<file path="config.mk">
export PLATFORM = sky130hd
export DESIGN_NAME = aes_seq_ctrl
export DESIGN_NICKNAME = d
export VERILOG_FILES = /design/src/rtl/aes_seq_ctrl.sv
export SDC_FILE = /design/constraint.sdc
export NUM_CORES = 1
export LEC_CHECK = 0
export ABC_AREA = 1
export CORE_MARGIN = 10
export CORE_UTILIZATION = 40
export DETAILED_ROUTE_END_ITERATION = 8
export DONT_BUFFER_PORTS = 1
export GPL_TIMING_DRIVEN = 0
export PLACE_DENSITY = 0.5
export SLEW_MARGIN = 20
export SYNTH_ARGS = -nofsm -noshare
export SYNTH_HDL_FRONTEND = slang
export SYNTH_SLANG_ARGS = --single-unit
</file>
<file path="constraint.sdc">
create_clock -name Clk -period 10.5 [get_ports Clk]
set_clock_uncertainty 0.05 [all_clocks]
set_input_delay 1.575 -clock Clk [delete_from_list [all_inputs] [get_ports Clk]]
set_output_delay 1.575 -clock Clk [all_outputs]
set_load 0.03 [all_outputs]
</file>
<file path="src/rtl/aes_seq_ctrl.sv">
// AES decrypt sequencer: loads key/ciphertext from the register file, runs the core,
// stores the plaintext and raises the done flag. Define AES_SEQ_TIMEOUT_EN for the core timeout.
module aes_seq_ctrl #(
  parameter int TIMEOUT = 256
) (
  input  logic         Clk,
  input  logic         Reset,
  input  logic         START,
  output logic [3:0]   RF_ADDR,
  input  logic [31:0]  RF_RDATA,
  output logic [31:0]  RF_WDATA,
  output logic         RF_WE,
  output logic         BUSY,
  output logic [127:0] CORE_KEY,
  output logic [127:0] CORE_MSG,
  output logic         CORE_START,
  input  logic         CORE_DONE,
  input  logic [127:0] CORE_RESULT,
  output logic         DONE,
  output logic         ERROR
);

  typedef enum logic [2:0] {
    IDLE, LOAD_KEY, LOAD_MSG, RUN, STORE, FLAG, WAIT_CLR, CLR
  } state_t;

  state_t       state;
  logic [1:0]   idx;
  logic [1:0]   idx_nxt;
  logic [127:0] result;
  logic         we_q;

  if (TIMEOUT < 1) begin : g_bad_timeout
    $error("aes_seq_ctrl: TIMEOUT must be at least 1");
  end

`ifdef AES_SEQ_TIMEOUT_EN
  localparam int CW = $clog2(TIMEOUT + 1);
  logic [CW-1:0] tmo_cnt;
  logic          err_q;
  logic          tmo_hit;
  assign tmo_hit = (tmo_cnt == CW'(TIMEOUT - 1));
  assign ERROR   = err_q;
`else
  assign ERROR = 1'b0;
`endif

  assign idx_nxt = idx + 2'd1;

  // A write strobe still high from the previous edge must not land in the reset cycle.
  assign RF_WE = we_q & ~Reset;

  // NOTE: result is pure datapath, always loaded before use, so it carries no reset.
  always_ff @(posedge Clk) begin
    if (state == RUN && CORE_DONE) result <= CORE_RESULT;
  end

  // NOTE: all state and outputs update with non-blocking assignments so every
  // register samples pre-edge values regardless of statement order.
  always_ff @(posedge Clk) begin
    if (Reset) begin
      state      <= IDLE;
      idx        <= 2'd0;
      RF_ADDR    <= 4'd0;
      RF_WDATA   <= 32'd0;
      we_q       <= 1'b0;
      BUSY       <= 1'b0;
      CORE_KEY   <= 128'd0;
      CORE_MSG   <= 128'd0;
      CORE_START <= 1'b0;
      DONE       <= 1'b0;
`ifdef AES_SEQ_TIMEOUT_EN
      tmo_cnt    <= '0;
      err_q      <= 1'b0;
`endif
    end else begin
      case (state)
        IDLE: begin
          if (START) begin
            state   <= LOAD_KEY;
            idx     <= 2'd0;
            RF_ADDR <= 4'd0;
            BUSY    <= 1'b1;
          end
        end

        LOAD_KEY: begin
          CORE_KEY[{~idx, 5'b0} +: 32] <= RF_RDATA;
          RF_ADDR <= RF_ADDR + 4'd1;
          idx     <= idx_nxt;
          if (idx == 2'd3) state <= LOAD_MSG;
        end

        LOAD_MSG: begin
          CORE_MSG[{~idx, 5'b0} +: 32] <= RF_RDATA;
          idx <= idx_nxt;
          if (idx == 2'd3) begin
            state      <= RUN;
            CORE_START <= 1'b1;
`ifdef AES_SEQ_TIMEOUT_EN
            tmo_cnt    <= '0;
`endif
          end else begin
            RF_ADDR <= RF_ADDR + 4'd1;
          end
        end

        RUN: begin
          CORE_START <= 1'b0;
          if (CORE_DONE) begin
            state    <= STORE;
            idx      <= 2'd0;
            we_q     <= 1'b1;
            RF_ADDR  <= 4'd8;
            RF_WDATA <= CORE_RESULT[127:96];
          end
`ifdef AES_SEQ_TIMEOUT_EN
          else if (tmo_hit) begin
            state    <= FLAG;
            we_q     <= 1'b1;
            RF_ADDR  <= 4'd15;
            RF_WDATA <= 32'h2;
            err_q    <= 1'b1;
          end else begin
            tmo_cnt <= tmo_cnt + CW'(1);
          end
`endif
        end

        STORE: begin
          idx <= idx_nxt;
          if (idx == 2'd3) begin
            state    <= FLAG;
            RF_ADDR  <= 4'd15;
            RF_WDATA <= 32'h1;
          end else begin
            RF_ADDR  <= RF_ADDR + 4'd1;
            RF_WDATA <= result[{~idx_nxt, 5'b0} +: 32];
          end
        end

        FLAG: begin
          state <= WAIT_CLR;
          we_q  <= 1'b0;
          BUSY  <= 1'b0;
          DONE  <= 1'b1;
        end

        WAIT_CLR: begin
          if (!START) begin
            state    <= CLR;
            we_q     <= 1'b1;
            RF_ADDR  <= 4'd15;
            RF_WDATA <= 32'd0;
            BUSY     <= 1'b1;
            DONE     <= 1'b0;
`ifdef AES_SEQ_TIMEOUT_EN
            err_q    <= 1'b0;
`endif
          end
        end

        CLR: begin
          state   <= IDLE;
          we_q    <= 1'b0;
          BUSY    <= 1'b0;
          RF_ADDR <= 4'd0;
        end

        default: state <= IDLE;
      endcase
    end
  end

endmodule
</file>
# After elaboration in Yosys (flattened, before gate mapping)
# Index checks and enable logic that the tools add are counted.
[word_totals] register_bits=429 in_bits=164
[classes] n_reduce_logical=19 bitwise=4 n_shift=3 n_eq_ne=15 addsub=3 muxes=31
[op_table] cell="$bwmux W128" n=2
[op_table] cell="$shift A32 B9 Y128 const A" n=1
[op_table] cell="$shiftx A128 B8 Y32" n=1
[op_table] cell="$shiftx A32 B9 Y128" n=1
[op_table] cell="$mux W32" n=3
[op_table] cell="$pmux W32 S3" n=1
[op_table] cell="$pmux W4 S7" n=1
[op_table] cell="$pmux W3 S8" n=1
[op_table] cell="$mux W4" n=5
[op_table] cell="$mux W3" n=6
[op_table] cell="$ne A2 B2 Y1 const B" n=7
[op_table] cell="$eq A3 B3 Y1 const B" n=4
[op_table] cell="$reduce_and A3 Y1" n=4
[op_table] cell="$reduce_bool A3 Y1" n=4
[op_table] cell="$neg A7 Y9" n=1
[op_table] cell="$reduce_bool A7 Y1" n=1
[op_table] cell="$eq A3 B2 Y1 const B" n=2
[op_table] cell="$pmux W1 S3" n=2
[op_table] cell="$pmux W2 S3" n=1
[op_table] cell="$reduce_and A6 Y1" n=1
[op_table] cell="$mux W1" n=5
[op_table] cell="$reduce_and A5 Y1" n=1
[op_table] cell="$add A4 B1 Y4 const B" n=1
[op_table] cell="$mux W2" n=2
[op_table] cell="13 further kinds" n=17

# Logic depth before layout (Yosys ltp)
[depth] depth_word=5 ltp_mapped=15 depth_no_buf=10

# Worst setup path before layout
# Ideal clock, no wire load.
[synth_timing] path_type="input-to-reg" start="input port CORE_DONE" end="register result[0] (enable)" arrival_time_ps=6975 path_slack_ps=2859 n_path_buf=0 cell_stages=2 cell_sequence="inv_1 > nor2_1"
[synth_between] elab_chain_len=1
[synth_rtl] element="start, declared" line="17" text="input logic CORE_DONE,"
[synth_rtl] element="$logic_and A1 B1 Y1" line="55" text="if (state == RUN && CORE_DONE) result <= CORE_RESULT;"
[synth_rtl] element="end signal, assigned" line="55"
[synth_rtl] element="end, declared" line="30" text="logic [127:0] result;"
# No other way between the ends.
# A chain may end at the register's enable or synchronous reset.

# Worst setup path in the final report
[layout_timing] start="input port Reset" end="output port RF_WE"
[layout_between] elab_chain_len=2
[layout_rtl] element="start, declared" line="7" text="input logic Reset,"
[layout_rtl] element="$not A1 Y1" line="51" text="assign RF_WE = we_q & ~Reset;"
[layout_rtl] element="$and A1 B1 Y1" line="51"
[layout_rtl] element="end, declared" line="12" text="output logic RF_WE,"
# No other way between the ends.

==> results.md <==
* Required time reported for the critical path endpoint at between 8 and 9 ns
* Yosys reg bits at 429
* Smallest hold slack at 0.411 ns
* Shortest clock period the worst path allows after layout at 4.63 ns
* Root buf cell: sky130_fd_sc_hd__clkbuf_16
* Top cell type's share of synthesized area at 0.349
* Core Footprint at 42900 sq um
* Proportion of register bits with asynchronous set or reset after synthesis at 0
* Router iterations before antenna repair at 6
* Routed length per placed instance at roughly 25 um
* Max H-tree Level at 2
* Setup TNS at 0 ns
* Clock-pin transition on the worst setup and hold timing paths at 0.05 ns
* Share of post-route cells with drive strength above 1 at 0.0905
* Count of flip-flops with a built-in enable after synthesis at 128
* # rows at 76
* Sequential fraction of the synthesis area at 0.572
* Area growth, synth to finish at 14.1%
* Count of routing violations after the opening detailed-route iteration at 1088
* Vias in the first global route at between 10000 and 15000
* Vias per cell at 5.21
* Mean Syn Cell Area at 8.41 sq um
* VDD IR-drop max at 0.000140 V
* Cell count after synthesis at 2051
* Setup repair after global routing missed its margin: false
* Number of remaining DRC errors at 0
* Crit-path max cell delay at 0.60 ns
* Total vias in the final route at between 10000 and 15000
* Last weighted congestion value of the routability-driven placer at 0.879
* Sink Count at 429
* Number of hold buffers added after CTS at 0
* Final-report max-slew violation count at 0
* Overall fraction of global-route tracks in use at 0.253
* Maximum fanout along the worst path at 10
* Cell seen most often among critical-path stages: sky130_fd_sc_hd__clkbuf_1
* Data arrival time of the critical path at 3.00 ns
* Tightest Pin Transition at 0.737 ns
* Vertical die dimension at about 230 um
* Path class of the lowest-slack min-delay path: flop to flop
* Post-route antenna net violation count at 0
* Nets at 2276
* Starting density of the core at 0.402
* Die ar. at 51800 sq um
* CTS Buf Count at 48
* Standard cell with the maximum stage delay on the critical path: sky130_fd_sc_hd__clkbuf_1
* Final global-route overflow total at 0
* Max_slew headroom at 0.508
* Leakage component of the power at around 8 nW
* Resize count post-CTS at 0
* Final setup violating endpoints at 0
* Maximum number of pins on one net before global-route repair at 31
* Leading cell type in the layout, fill and taps excluded: sky130_fd_sc_hd__nor2_1
* Warnings, synthesis at 0
* Port Buffer Count at 0
* Achievable clock frequency at 0.216 GHz
* Clock Path Buffers at 3
* Die W at about 230 um
* # fillers at 4276
* Detail Placement HPWL at 53500 um
* Cell area power density at between 200 and 300 nW/um^2
* Predominant post-synthesis flop cell: sky130_fd_sc_hd__dfxtp_1
* Library cell occupying the most area in the post-synthesis netlist: sky130_fd_sc_hd__dfxtp_1
* Cells taking the most area after synthesis: sky130_fd_sc_hd__dfxtp_1 (35%), sky130_fd_sc_hd__edfxtp_1 (22%), sky130_fd_sc_hd__nor2_1 (9.0%)
* Number of nets in the synthesized netlist at ~2200
* Synthesized area at 17200 sq um
* Ports placed on the boundary at between 400 and 500
* DRT Wirelength at 68200 um
* Status: finished, final reports clean
* Commonest cells after routing, fill and taps aside: sky130_fd_sc_hd__nor2_1 (411), sky130_fd_sc_hd__nand2_1 (324), sky130_fd_sc_hd__dfxtp_1 (301)
* Fin crit share at 0.441
* Number of distinct library cell variants in the gate-level netlist after synthesis at 33
* Setup Crit Path Kind: primary input to primary output
* Initial antenna violation count at 11
* Number of hold violations in the final report at 0
* Maximum capacitance violations at 0
* First-pass GRT wire length at 95700 um
* Clock latency at the later pin of the worst-skew pair at 0.59 ns
* # Post-CTS Setup Buffers at 0
* Cell Chain, Critical Path: clkbuf_1 > clkbuf_1 > nor2_1
* Kind of end point of the critical path: primary output
* Clock tree from TritonCTS: yes
* Startpoint type of the worst setup path: primary input
state kept, by name, summed over array words and instances, names as in the netlist, 2 cells and up:
signal    flops
CORE_KEY    128
CORE_MSG    128
RF_ADDR       4
RF_WDATA     32
idx           2
result      128
state         3
kinds of logic (layout without fill, tap and decap cells):
logic type	count (synthesis)	after routing	synth area share
and+or+nand+nor	871	871	0.208
AOI/OAI and AO/OA	462	462	0.140
DFF	429	429	0.572
buffers and inverters	282	375	0.0757
adders and majority gates	6	6	0.00435
other	1	9	0.000217
layout make-up:
| cell class | instances | area, sq um | share of cell area |
|---|---|---|---|
| Tap cell | 585 | 732 | 0.0372 |
| Multi-Input combinational cell | 1340 | 6080 | 0.309 |
| Antenna cell | 8 | 20.0 | 0.00102 |
| Buffer | 142 | 773 | 0.0393 |
| Inverter | 140 | 533 | 0.0271 |
| Sequential cell | 429 | 9870 | 0.501 |
| Clock inverter | 11 | 113 | 0.00572 |
| Timing Repair Buffer | 5 | 115 | 0.00585 |
| Clock buffer | 77 | 1450 | 0.0736 |
where the power goes:
part | total (mW) | switching, mW | internal [mW]
logic | 1.39 | 0.994 | 0.394
clock network | 1.67 | 0.681 | 0.990
registers | 2.41 | 0.502 | 1.90
routing by layer:
metal	GRT usage	share of wire	up-vias
li1	-	-	6835
met1	0.267	0.35	6765
met2	0.442	0.50	564
met3	0.116	0.12	98
met4	0.0802	0.027	8
met5	0	0.00070	-
synth_stat cells (2+ instances only):
library cell and n:
sky130_fd_sc_hd__buf_4 7, sky130_fd_sc_hd__buf_2 56, sky130_fd_sc_hd__nand4_1 2, sky130_fd_sc_hd__nand2_4 3, sky130_fd_sc_hd__nand2_1 324, sky130_fd_sc_hd__nor3_1 76
sky130_fd_sc_hd__nor2_1 412, sky130_fd_sc_hd__nor2_2 2, sky130_fd_sc_hd__a211oi_1 10, sky130_fd_sc_hd__buf_6 19, sky130_fd_sc_hd__a211oi_2 6, sky130_fd_sc_hd__inv_2 6
sky130_fd_sc_hd__nor2_4 10, sky130_fd_sc_hd__nand3_1 36, sky130_fd_sc_hd__ha_1 6, sky130_fd_sc_hd__nor2_8 2, sky130_fd_sc_hd__a21oi_1 167, sky130_fd_sc_hd__inv_1 133
sky130_fd_sc_hd__edfxtp_1 128, sky130_fd_sc_hd__clkbuf_1 52, sky130_fd_sc_hd__buf_1 7, sky130_fd_sc_hd__dfxtp_1 301, sky130_fd_sc_hd__o21bai_1 2, sky130_fd_sc_hd__o21ai_0 275
worst paths after layout:
| check | from | endpoint | slack, ns | cells after the start |
|---|---|---|---|---|
| setup / recovery | Reset | RF_WE | 5.87 | 3 |
| hold reg to reg | we_q | we_q | 0.41 | 2 |
| hold / removal | we_q | we_q | 0.41 | 2 |
| setup reg to reg | idx[0] | CORE_MSG[2] | 7.04 | 12 |
critical path: cells and delay by family:
kind                   cells  cell delay, ns
and+or+nand+nor            1            0.34
buffers and inverters      2            1.08
stage by stage:
stage,instance area [sq um],worst slack [ns],power [mW],util,instances
6_report,19700,5.87,5.47,0.459,2737
5_1_grt,19700,5.82,5.74,0.459,2730
4_1_cts,19700,5.84,5.50,0.459,2729
3_5_place_dp,18100,5.84,3.82,0.422,2641
3_3_place_gp,18000,0.453,3.81,0.419,2636
2_1_floorplan,17200,2.86,3.29,-,2051
Note: power is estimated with default switching activity, not from simulation.
